[src/rtl/wvb_reader_pkg.sv]
// Shared definitions for the waveform buffer drain engine.
// Header bit-field map, output word magic and FSM state encoding.
package wvb_reader_pkg;

    localparam int LTC_LO       = 0;
    localparam int LTC_HI       = 47;
    localparam int START_LO     = 48;
    localparam int STOP_LO      = 63;
    localparam int TRIG_SRC_LO  = 78;
    localparam int CNST_RUN_BIT = 80;

    localparam logic [3:0] HDR_MAGIC = 4'hA;

    typedef enum logic [2:0] {
        IDLE,
        HDR0,
        HDR1,
        HDR2,
        SAMP,
        DONE
    } state_t;

endpackage

[src/rtl/wvb_rd_skid_fifo.sv]
// Small synchronous FIFO with occupancy count.
// Buffers samples returning from the waveform RAM read pipeline.
module wvb_rd_skid_fifo #(
    parameter int W     = 28,
    parameter int DEPTH = 4
) (
    input  logic                         clk,
    input  logic                         rst_n,
    input  logic                         push,
    input  logic [W-1:0]                 din,
    input  logic                         pop,
    output logic [W-1:0]                 dout,
    output logic                         empty,
    output logic [$clog2(DEPTH+1)-1:0]   count
);

    localparam int PW = (DEPTH > 1) ? $clog2(DEPTH) : 1;
    localparam int CW = $clog2(DEPTH + 1);

    logic [W-1:0]  mem_q [DEPTH];
    logic [PW-1:0] wr_q, wr_d;
    logic [PW-1:0] rd_q, rd_d;
    logic [CW-1:0] count_q, count_d;

    // Pointer wrap and occupancy update
    always_comb begin
        wr_d    = wr_q;
        rd_d    = rd_q;
        count_d = count_q + CW'(push) - CW'(pop);
        if (push) begin
            wr_d = (wr_q == PW'(DEPTH - 1)) ? '0 : wr_q + 1'b1;
        end
        if (pop) begin
            rd_d = (rd_q == PW'(DEPTH - 1)) ? '0 : rd_q + 1'b1;
        end
    end

    // Pointer and count registers
    always_ff @(posedge clk or negedge rst_n) begin
        if (!rst_n) begin
            wr_q    <= '0;
            rd_q    <= '0;
            count_q <= '0;
        end else begin
            wr_q    <= wr_d;
            rd_q    <= rd_d;
            count_q <= count_d;
        end
    end

    // Storage; contents are don't-care while empty
    always_ff @(posedge clk) begin
        if (push) begin
            mem_q[wr_q] <= din;
        end
    end

    assign dout  = mem_q[rd_q];
    assign empty = (count_q == '0);
    assign count = count_q;

endmodule

[src/rtl/wvb_reader.sv]
// Waveform buffer drain engine: pops a header, emits three header
// words, then streams the event's samples with valid/ready.
module wvb_reader
    import wvb_reader_pkg::*;
#(
    parameter int P_DATA_WIDTH = 28,
    parameter int P_ADR_WIDTH  = 15,
    parameter int P_HDR_WIDTH  = 87,
    parameter int P_LTC_WIDTH  = 48,
    parameter int P_RD_LAT     = 2,
    parameter int P_SKID_DEPTH = 4
) (
    input  logic                    clk,
    input  logic                    rst_n,
    input  logic                    en,
    input  logic                    hdr_empty,
    input  logic [P_HDR_WIDTH-1:0]  hdr_data,
    output logic                    hdr_rdreq,
    input  logic [P_DATA_WIDTH-1:0] wvb_data,
    output logic                    wvb_rdreq,
    output logic                    wvb_rddone,
    output logic [31:0]             dout,
    output logic                    dout_valid,
    input  logic                    dout_ready,
    output logic                    dout_last,
    output logic                    busy,
    output logic [31:0]             evt_cnt
);

    localparam int NW = P_ADR_WIDTH + 1;
    localparam int CW = $clog2(P_SKID_DEPTH + 1);

    state_t state_q, state_d;

    logic [P_LTC_WIDTH-1:0] ltc_q, ltc_d;
    logic [1:0]             trig_q, trig_d;
    logic                   cnst_q, cnst_d;
    logic [NW-1:0]          n_q, n_d;
    logic [NW-1:0]          issued_q, issued_d;
    logic [NW-1:0]          sent_q, sent_d;
    logic [P_RD_LAT-1:0]    vld_q, vld_d;
    logic [31:0]            evt_q, evt_d;

    logic [P_ADR_WIDTH-1:0]  hdr_start;
    logic [P_ADR_WIDTH-1:0]  hdr_stop;
    logic [P_ADR_WIDTH-1:0]  span;
    logic [P_DATA_WIDTH-1:0] skid_dout;
    logic [CW-1:0]           skid_cnt;
    logic                    skid_empty;
    logic                    skid_push;
    logic                    skid_pop;
    logic [31:0]             occ;
    logic                    rd_ok;
    logic                    last_samp;
    logic [15:0]             n16;
    logic                    unused_hdr;

    assign hdr_start  = hdr_data[START_LO +: P_ADR_WIDTH];
    assign hdr_stop   = hdr_data[STOP_LO +: P_ADR_WIDTH];
    assign span       = hdr_stop - hdr_start;
    assign unused_hdr = ^hdr_data[P_HDR_WIDTH-1:CNST_RUN_BIT+1];

    assign occ       = 32'(skid_cnt) + 32'($countones(vld_q));
    assign rd_ok     = (state_q == SAMP) && (issued_q < n_q)
                     && (occ < 32'(P_SKID_DEPTH));
    assign skid_push = vld_q[P_RD_LAT-1];
    assign last_samp = (sent_q == n_q - NW'(1));
    assign n16       = 16'(n_q);

    // Next-state, read issue and output word selection
    always_comb begin
        state_d    = state_q;
        ltc_d      = ltc_q;
        trig_d     = trig_q;
        cnst_d     = cnst_q;
        n_d        = n_q;
        issued_d   = issued_q + NW'(rd_ok);
        sent_d     = sent_q;
        vld_d      = (vld_q << 1) | P_RD_LAT'(rd_ok);
        evt_d      = evt_q;
        wvb_rdreq  = rd_ok;
        wvb_rddone = 1'b0;
        hdr_rdreq  = 1'b0;
        dout       = '0;
        dout_valid = 1'b0;
        dout_last  = 1'b0;
        skid_pop   = 1'b0;
        unique case (state_q)
            IDLE: begin
                if (en && !hdr_empty) begin
                    ltc_d    = hdr_data[LTC_LO +: P_LTC_WIDTH];
                    trig_d   = hdr_data[TRIG_SRC_LO +: 2];
                    cnst_d   = hdr_data[CNST_RUN_BIT];
                    n_d      = NW'(span) + NW'(1);
                    issued_d = '0;
                    sent_d   = '0;
                    state_d  = HDR0;
                end
            end
            HDR0: begin
                dout = {HDR_MAGIC, trig_q, cnst_q, 9'b0,
                        ltc_q[P_LTC_WIDTH-1 -: 16]};
                dout_valid = 1'b1;
                if (dout_ready) state_d = HDR1;
            end
            HDR1: begin
                dout       = ltc_q[31:0];
                dout_valid = 1'b1;
                if (dout_ready) state_d = HDR2;
            end
            HDR2: begin
                dout       = {16'h0, n16};
                dout_valid = 1'b1;
                if (dout_ready) state_d = SAMP;
            end
            SAMP: begin
                dout       = 32'(skid_dout);
                dout_valid = !skid_empty;
                dout_last  = last_samp;
                if (!skid_empty && dout_ready) begin
                    skid_pop = 1'b1;
                    sent_d   = sent_q + NW'(1);
                    if (last_samp) state_d = DONE;
                end
            end
            DONE: begin
                wvb_rddone = 1'b1;
                hdr_rdreq  = 1'b1;
                evt_d      = evt_q + 32'd1;
                state_d    = IDLE;
            end
            default: state_d = IDLE;
        endcase
    end

    // State and event registers
    always_ff @(posedge clk or negedge rst_n) begin
        if (!rst_n) begin
            state_q  <= IDLE;
            ltc_q    <= '0;
            trig_q   <= '0;
            cnst_q   <= 1'b0;
            n_q      <= '0;
            issued_q <= '0;
            sent_q   <= '0;
            vld_q    <= '0;
            evt_q    <= '0;
        end else begin
            state_q  <= state_d;
            ltc_q    <= ltc_d;
            trig_q   <= trig_d;
            cnst_q   <= cnst_d;
            n_q      <= n_d;
            issued_q <= issued_d;
            sent_q   <= sent_d;
            vld_q    <= vld_d;
            evt_q    <= evt_d;
        end
    end

    wvb_rd_skid_fifo #(
        .W     (P_DATA_WIDTH),
        .DEPTH (P_SKID_DEPTH)
    ) u_skid (
        .clk   (clk),
        .rst_n (rst_n),
        .push  (skid_push),
        .din   (wvb_data),
        .pop   (skid_pop),
        .dout  (skid_dout),
        .empty (skid_empty),
        .count (skid_cnt)
    );

    assign busy    = (state_q != IDLE);
    assign evt_cnt = evt_q;

endmodule

[config.mk]
export PLATFORM = sky130hd
export DESIGN_NAME = wvb_reader
export DESIGN_NICKNAME = d
export VERILOG_FILES = /design/src/rtl/wvb_reader_pkg.sv /design/src/rtl/wvb_rd_skid_fifo.sv /design/src/rtl/wvb_reader.sv
export SDC_FILE = /design/constraint.sdc
export NUM_CORES = 1
export LEC_CHECK = 0
export BUFFER_PORTS_ARGS = -buffer_cell sky130_fd_sc_hd__buf_2
export CAP_MARGIN = 20
export CORE_MARGIN = 2
export CORE_UTILIZATION = 45
export CTS_BUF_LIST = sky130_fd_sc_hd__clkbuf_4 sky130_fd_sc_hd__clkbuf_8
export CTS_CLUSTER_DIAMETER = 50
export DETAILED_ROUTE_END_ITERATION = 6
export PLACE_DENSITY = 0.7
export SLEW_MARGIN = 5
export SYNTH_ARGS = -nofsm -noshare
export SYNTH_HDL_FRONTEND = slang
export SYNTH_HIERARCHICAL = 1
export SYNTH_SLANG_ARGS = --single-unit
[constraint.sdc]
create_clock -name clk -period 3.77 [get_ports clk]
set_clock_uncertainty 0.15 [all_clocks]
set_input_delay 0.754 -clock clk [delete_from_list [all_inputs] [get_ports clk]]
set_output_delay 0.754 -clock clk [all_outputs]
set_load 0.01 [all_outputs]
==> flow_summary.yaml, run 1 <==
run_status:
  outcome: "finished, violations left"
  violations: "setup timing"
die:
  die_height_um: 171
  core_area_mm2: 0.0277
  placementRows: 61
  start_util_pct: 45.5
  fp.dieArea_mm2: 0.0294
  io_pins: 190
  dieWidth_um: 171
sta:
  rsz0062_at_grt: "true"
  layout_setup_ws_ps: -179
  slew_headroom_pct: 43.4
  finalMaxSlewViolations: 0
  setup_viol: 2
  period_minus_slack_ps: 3950
  hold_viol_final: 0
  min_period_over_period_pct: 105
  fmax_mhz: 253
  tightest_slew_ps: 849
critical_path:
  critPathKind: "reg2out"
  reg2reg_slack_ps: 110
  cp_cell_sequence: "inv_2, ha_2, or3b_4, nand2b_4, buf_4, o21ai_1, o31ai_1, o21ai_1, nand4b_1, or3_4, nor2_2, buf_2"
  worst-path-max-fanout: 3
  crit_arrival_ps: 3050
  worstReg2RegStart: "state_q[2]"
  cp-end-kind: "output port"
  startpoint: "n16[1]"
  crit_top_cell: "o21ai_1"
  critPathCapture: "dout_last"
  slowest_stage: "or3b_4"
  r2r_cells: 10
  required_ps: 2870
  worstReg2RegEnd: "issued_q[8]"
  critPathLaunchType: "flop"
  max_stage_delay_ps: 420
drt:
  dr.first_iter.drc_count: 627
  drtPass1Iterations: 5
  viasPerCell: 5.30
  route.detailed.drc: 0
  ant_nets: 0
  wl_per_cell_um: 17.4
  num_vias: 9321
  wirelength_um: 30600
layout:
  nets: 1510
  area_growth_pct: 19.1
  drive_gt1_share_pct: 26.0
  final_util_pct: 54.3
  layout.cells.non_filler: 1760
  stdcell_area_mm2: 0.0150
place:
  dp_cells: 1676
  port_buffers: 183
  hpwl_um: 21300
  placed_area_mm2: 0.0140
  gp_congestion: 0.829
global_route:
  grt_pass1_vias: 9202
  grt_pass1_wl_um: 48500
  grtUsageTotal_pct: 21.2
  grt_overflow: 0
  antenna_found_initial: 4
  grt_max_degree: 90
yosys:
  async_flop_share_pct: 56.1
  synthCells: 1136
  yosysWarnings: 6
  ys_ff_latch: 255
  synthesis.nets: 1301
  yosysSeqAreaShare_pct: 55.0
  synth_edf_count: 112
  netlist_area_mm2: 0.0126
  synth_cell_type_count: 67
  syn_avg_cell_area_um2: 11.1
  ys.flop_type: "dfrtp_1"
clock_network:
  cts_root_buffer: "clkbuf_8"
  clockBufferDepth: 3
  cts.reportedPaths.clkPinSlew_ps: 60
  cts_max_level: 2
  holdBufCountCts: 0
  insertion_delay_ps: 570
  cts_sinks: 255
  cts_tree: "yes"
  cts-buffers-inserted: 42
run:
  drv_cap: 0
min_path:
  hp-class: "in2async"
pwr:
  ir_worst_vdd_v: 0.000422
  leakage_nw: 6.81
  p_per_area_mw_per_mm2: 649
cells in the mapped netlist, types with 28 or more instances:
cell type | n | area share (%)
ha_1 | 43 | 4.3
o21ai_0 | 46 | 1.8
xor2_1 | 48 | 3.3
mux4_2 | 28 | 5.0
a22oi_1 | 44 | 2.6
nor2_1 | 59 | 1.8
nand3_1 | 32 | 1.3
nand2_1 | 240 | 7.1
xnor2_1 | 49 | 3.4
clkbuf_1 | 33 | 0.98
inv_1 | 45 | 1.3
edfxtp_1 | 112 | 27
dfrtp_1 | 143 | 28
critical path, delay by kind of cell, from the launching register on:
kind | cells | cell delay (ps)
AOI/OAI and AO/OA | 3 | 330
and+or+nand+nor | 5 | 1180
buffers and inverters | 3 | 380
DFF | 1 | 390
adders and majority gates | 1 | 180
how the worst min path moves through the flow:
stage                              to  startpoint  slack, ps  cells past startpoint
after floorplan              vld_q[1]    vld_q[0]        210                      0
after global placement       vld_q[1]    vld_q[0]        220                      0
after detailed placement     vld_q[1]    vld_q[0]        240                      0
after CTS                 evt_cnt[10]       rst_n        140                      1
after global routing      evt_cnt[17]       rst_n        180                      1
final                     evt_cnt[17]       rst_n        120                      1
power breakdown:
group | switching (mW) | total, mW | internal [mW]
clock network | 1.11 | 2.59 | 1.48
registers | 0.481 | 3.87 | 3.39
logic | 1.87 | 3.30 | 1.43
metrics by stage:
stage	setup TNS, ps	power (mW)	hold slack [ps]	worst slack [ps]
after floorplan	0	5.95	210	259
after global routing	-721	10.4	178	-312
after global placement	0	7.01	223	68.1
after CTS	-287	9.81	141	-147
final	-304	9.75	121	-179
after detailed placement	0	7.11	238	6.16
final cells by class:
type	count	area (um^2)
clock buffer	69	793
clock inverter	8	108
fill	2394	12700
timing repair buffer	214	1170
multi-input combinational	787	5370
sequential	255	6940
antenna	4	10.0
tap	378	473
inverter	45	169
flip-flops by register name, indices dropped and copies added, names as in the netlist:
name	flops
trig_q	2
vld_q	2
ltc_q	48
u_skid/mem_q	112
evt_cnt	32
u_skid/wr_q	2
issued_q	16
state_q	3
u_skid/rd_q	2
cnst_q	1
u_skid/count	3
n16	16
sent_q	16
cells by family after synthesis:
kind of cell               count (synthesis)  share of synthesized area [%]
buffers and inverters                     94                           3.31
AOI/OAI and AO/OA                        176                           9.09
xor gates and xnor gates                  97                           6.73
DFF                                      255                           55.0
adders and majority gates                 45                           4.58
and+or+nand+nor                          437                           15.9
muxes                                     32                           5.35
routing by layer:
metal	wire length (um)	GRT usage, %	vias up
li1	-	-	4444
met1	13600	29.1	4537
met3	1720	3.96	64
met5	0	0	-
met4	892	7.92	0
met2	14400	33.7	276
what timing repair did:
action / in CTS / in global routing
resized for setup: 19 / 3
endpoints found under the setup margin: 2 / 7
buffers inserted: 3 / 0
pin swaps: 6 / 0
placed cells by master, fill, tap and decap left out, drive strengths merged, types with 28 or more instances in the layout:
master	netlist	layout
mux4	28	28
xnor2	49	49
nor2	59	59
buf	12	214
nand3	32	32
o21ai	50	50
inv	45	47
dfrtp	143	143
clkbuf	37	69
edfxtp	112	112
a22oi	44	44
nand2	240	240
ha	43	43
xor2	48	48
(Power assumes the default switching activity.)
==> run 2, diff against run 1 <==
--- a/config.mk
+++ b/config.mk
@@ -8,11 +8,12 @@
 export BUFFER_PORTS_ARGS = -buffer_cell sky130_fd_sc_hd__buf_2
 export CAP_MARGIN = 20
 export CORE_MARGIN = 2
-export CORE_UTILIZATION = 45
+export CORE_UTILIZATION = 55
 export CTS_BUF_LIST = sky130_fd_sc_hd__clkbuf_4 sky130_fd_sc_hd__clkbuf_8
 export CTS_CLUSTER_DIAMETER = 50
 export DETAILED_ROUTE_END_ITERATION = 6
-export PLACE_DENSITY = 0.7
+export PLACE_DENSITY = 0.82
+export RECOVER_POWER = 25
 export SLEW_MARGIN = 5
 export SYNTH_ARGS = -nofsm -noshare
 export SYNTH_HDL_FRONTEND = slang
==> run 2 against run 1 <==
The flow finishes with violations (capacitance limit, slew limit, setup timing); wire length fell by 1.1%; combinational power about the same; first-iteration DRC count grew 12%; core utilization rose by 12 points; final area down 1.2%; register-to-register slack improved by 210 ps; final cell count decreased by 5.3%; worst setup slack worse by 13 ps; critical path depth decreased by 2; global-route usage is 3.9 points higher; via count rose by 1.9%.
==> flow_summary.yaml, run 2 (synthesis results as in run 1) <==
critical_path:
  critPathKind: "reg2out"
  cp_num_cells: 10
  cp_cell_sequence: "buf_4, or4_4, nand2b_4, nor4_2, a31oi_1, o32ai_2, o21ai_1, or3_4, nor2_2, buf_2"
  critPathLaunchType: "flop"
  r2r_cells: 15
  max_stage_delay_ps: 530
  crit_arrival_ps: 3060
  startpoint: "n16[0]"
  worstReg2RegEnd: "issued_q[6]"
  critPathCapture: "dout_last"
  slowest_stage: "or4_4"
  worstReg2RegStart: "n16[1]"
  cp-end-kind: "output port"
  required_ps: 2870
  worst-path-max-fanout: 6
  cp_top_family: "simple AND/OR/NAND/NOR gates"
  cp_num_buf_inv: 2
  reg2reg_slack_ps: 320
die:
  placementRows: 55
  fp.dieArea_mm2: 0.0242
  die_height_um: 155
  core_area_mm2: 0.0226
  dieWidth_um: 155
  start_util_pct: 55.9
  io_pins: 190
sta:
  period_minus_slack_ps: 3960
  setup_viol: 1
  finalMaxSlewViolations: 82
  tightest_slew_ps: 2010
  min_period_over_period_pct: 105
  rsz0062_at_grt: "true"
  fmax_mhz: 252
  slew_headroom_pct: -34.0
  layout_setup_ws_ps: -193
  setup_tns_ps: -193
  hold_viol_final: 0
layout:
  largest_register_ffs: 112
  layout_common_cells: "240 x nand2_1, 153 x buf_2, 142 x dfrtp_1"
  nets: 1514
  multi_input_area_mm2: 0.00537
  area_growth_pct: 17.7
  nFillCells: 1708
  top_register: "u_skid/mem_q"
  seqCellArea_mm2: 0.00694
  drive_gt1_share_pct: 23.3
  final_common_cell: "nand2_1"
  layout.cells.non_filler: 1666
drt:
  ant_nets: 0
  wirelength_um: 30300
  num_vias: 9502
  viasPerCell: 5.70
  drtPass1Iterations: 5
  wl_per_cell_um: 18.2
  route.detailed.drc: 0
  dr.first_iter.drc_count: 705
min_path:
  hp-class: "in2reg"
run_status:
  outcome: "finished, violations left"
  violations: "capacitance limit, slew limit, setup timing"
pwr:
  leakage_nw: 6.71
  power_mw: 9.65
  p_per_area_mw_per_mm2: 649
  ir_worst_vdd_v: 0.000448
clock_network:
  cts_sinks: 255
  cts_max_level: 2
  cts-buffers-inserted: 42
  clockBufferDepth: 3
  insertion_delay_ps: 550
  cts_root_buffer: "clkbuf_8"
  holdBufCountCts: 0
  cts.reportedPaths.clkPinSlew_ps: 70
  cts_tree: "yes"
run:
  drv_cap: 1
global_route:
  grt_pass1_wl_um: 48000
  grtUsageTotal_pct: 25.1
  grt_overflow: 0
  grt_max_degree: 82
  antenna_found_initial: 1
  grt_pass1_vias: 9475
place:
  dp_cells: 1584
  hpwl_um: 21400
  pre_cts_ws_ps: -20.5
  gp_congestion: 0.920
  port_buffers: 183
## run 2: cell count changes in the layout (fill, tap and decap cells not counted), sizes merged
| cell | change |
|---|---|
| buf | -25 |
| clkbuf | +21 |
| clkinv | +8 |
| bufinv | -1 |
| diode | -3 |
| clkinvlp | -1 |
## run 2: worst min-delay path by stage
stage | slack, ps | endpoint | cells past startpoint | from
6_report | 240 | ltc_q[23] | 3 | hdr_data[23]
5_1_grt | 240 | ltc_q[41] | 3 | hdr_data[41]
4_1_cts | 110 | evt_cnt[2] | 1 | rst_n
3_5_place_dp | 230 | vld_q[1] | 0 | vld_q[0]
3_3_place_gp | 230 | vld_q[1] | 0 | vld_q[0]
2_1_floorplan | 210 | vld_q[1] | 0 | vld_q[0]
## run 2: worst min-delay path: cells and delay by family
kind	cells	cell delay [ps]
buffers and inverters	1	80
AND/OR/NAND/NOR	2	90
## run 2: where the power goes
group          internal, mW  switching, mW  leakage [nW]
logic                  1.43           1.85          3.38
clock network          1.36           1.09         0.450
registers              3.38          0.526          2.88
total                  6.18           3.47          6.71
## run 2: area by class of cell
type | count | share of cell area, %
repair buffers | 218 | 7.80
well taps | 285 | 2.40
clock buffers | 61 | 5.10
diodes | 1 | 0.0168
multi-input cells | 787 | 36.1
flip-flops and latches | 255 | 46.7
inverters | 45 | 1.14
clock inverters | 14 | 0.657
## run 2: routing by layer
| layer | share of wire [%] | GRT usage [%] | up-vias |
|---|---|---|---|
| li1 | - | - | 4454 |
| met1 | 41 | 33.2 | 4626 |
| met2 | 48 | 40.8 | 344 |
| met3 | 6.6 | 4.90 | 78 |
| met4 | 3.6 | 10.8 | 0 |
| met5 | 0 | 0 | - |
## run 2: per-stage QoR
| stage | hold WS, ps | utilization (%) | instance area, um^2 |
|---|---|---|---|
| 2_1_floorplan | 210 | - | 12600 |
| 3_3_place_gp | 232 | 61.6 | 13900 |
| 3_5_place_dp | 226 | 61.6 | 13900 |
| 4_1_cts | 114 | 65.8 | 14900 |
| 5_1_grt | 237 | 65.8 | 14900 |
| 6_report | 236 | 65.8 | 14900 |
## run 2: repair_timing
action | in CTS | in global routing
resized for setup | 17 | 6
setup endpoints to repair | 2 | 7
cloned | 0 | 0
setup buffers | 4 | 2
hold endpoints to repair | 0 | 0
pin swaps | 3 | 2
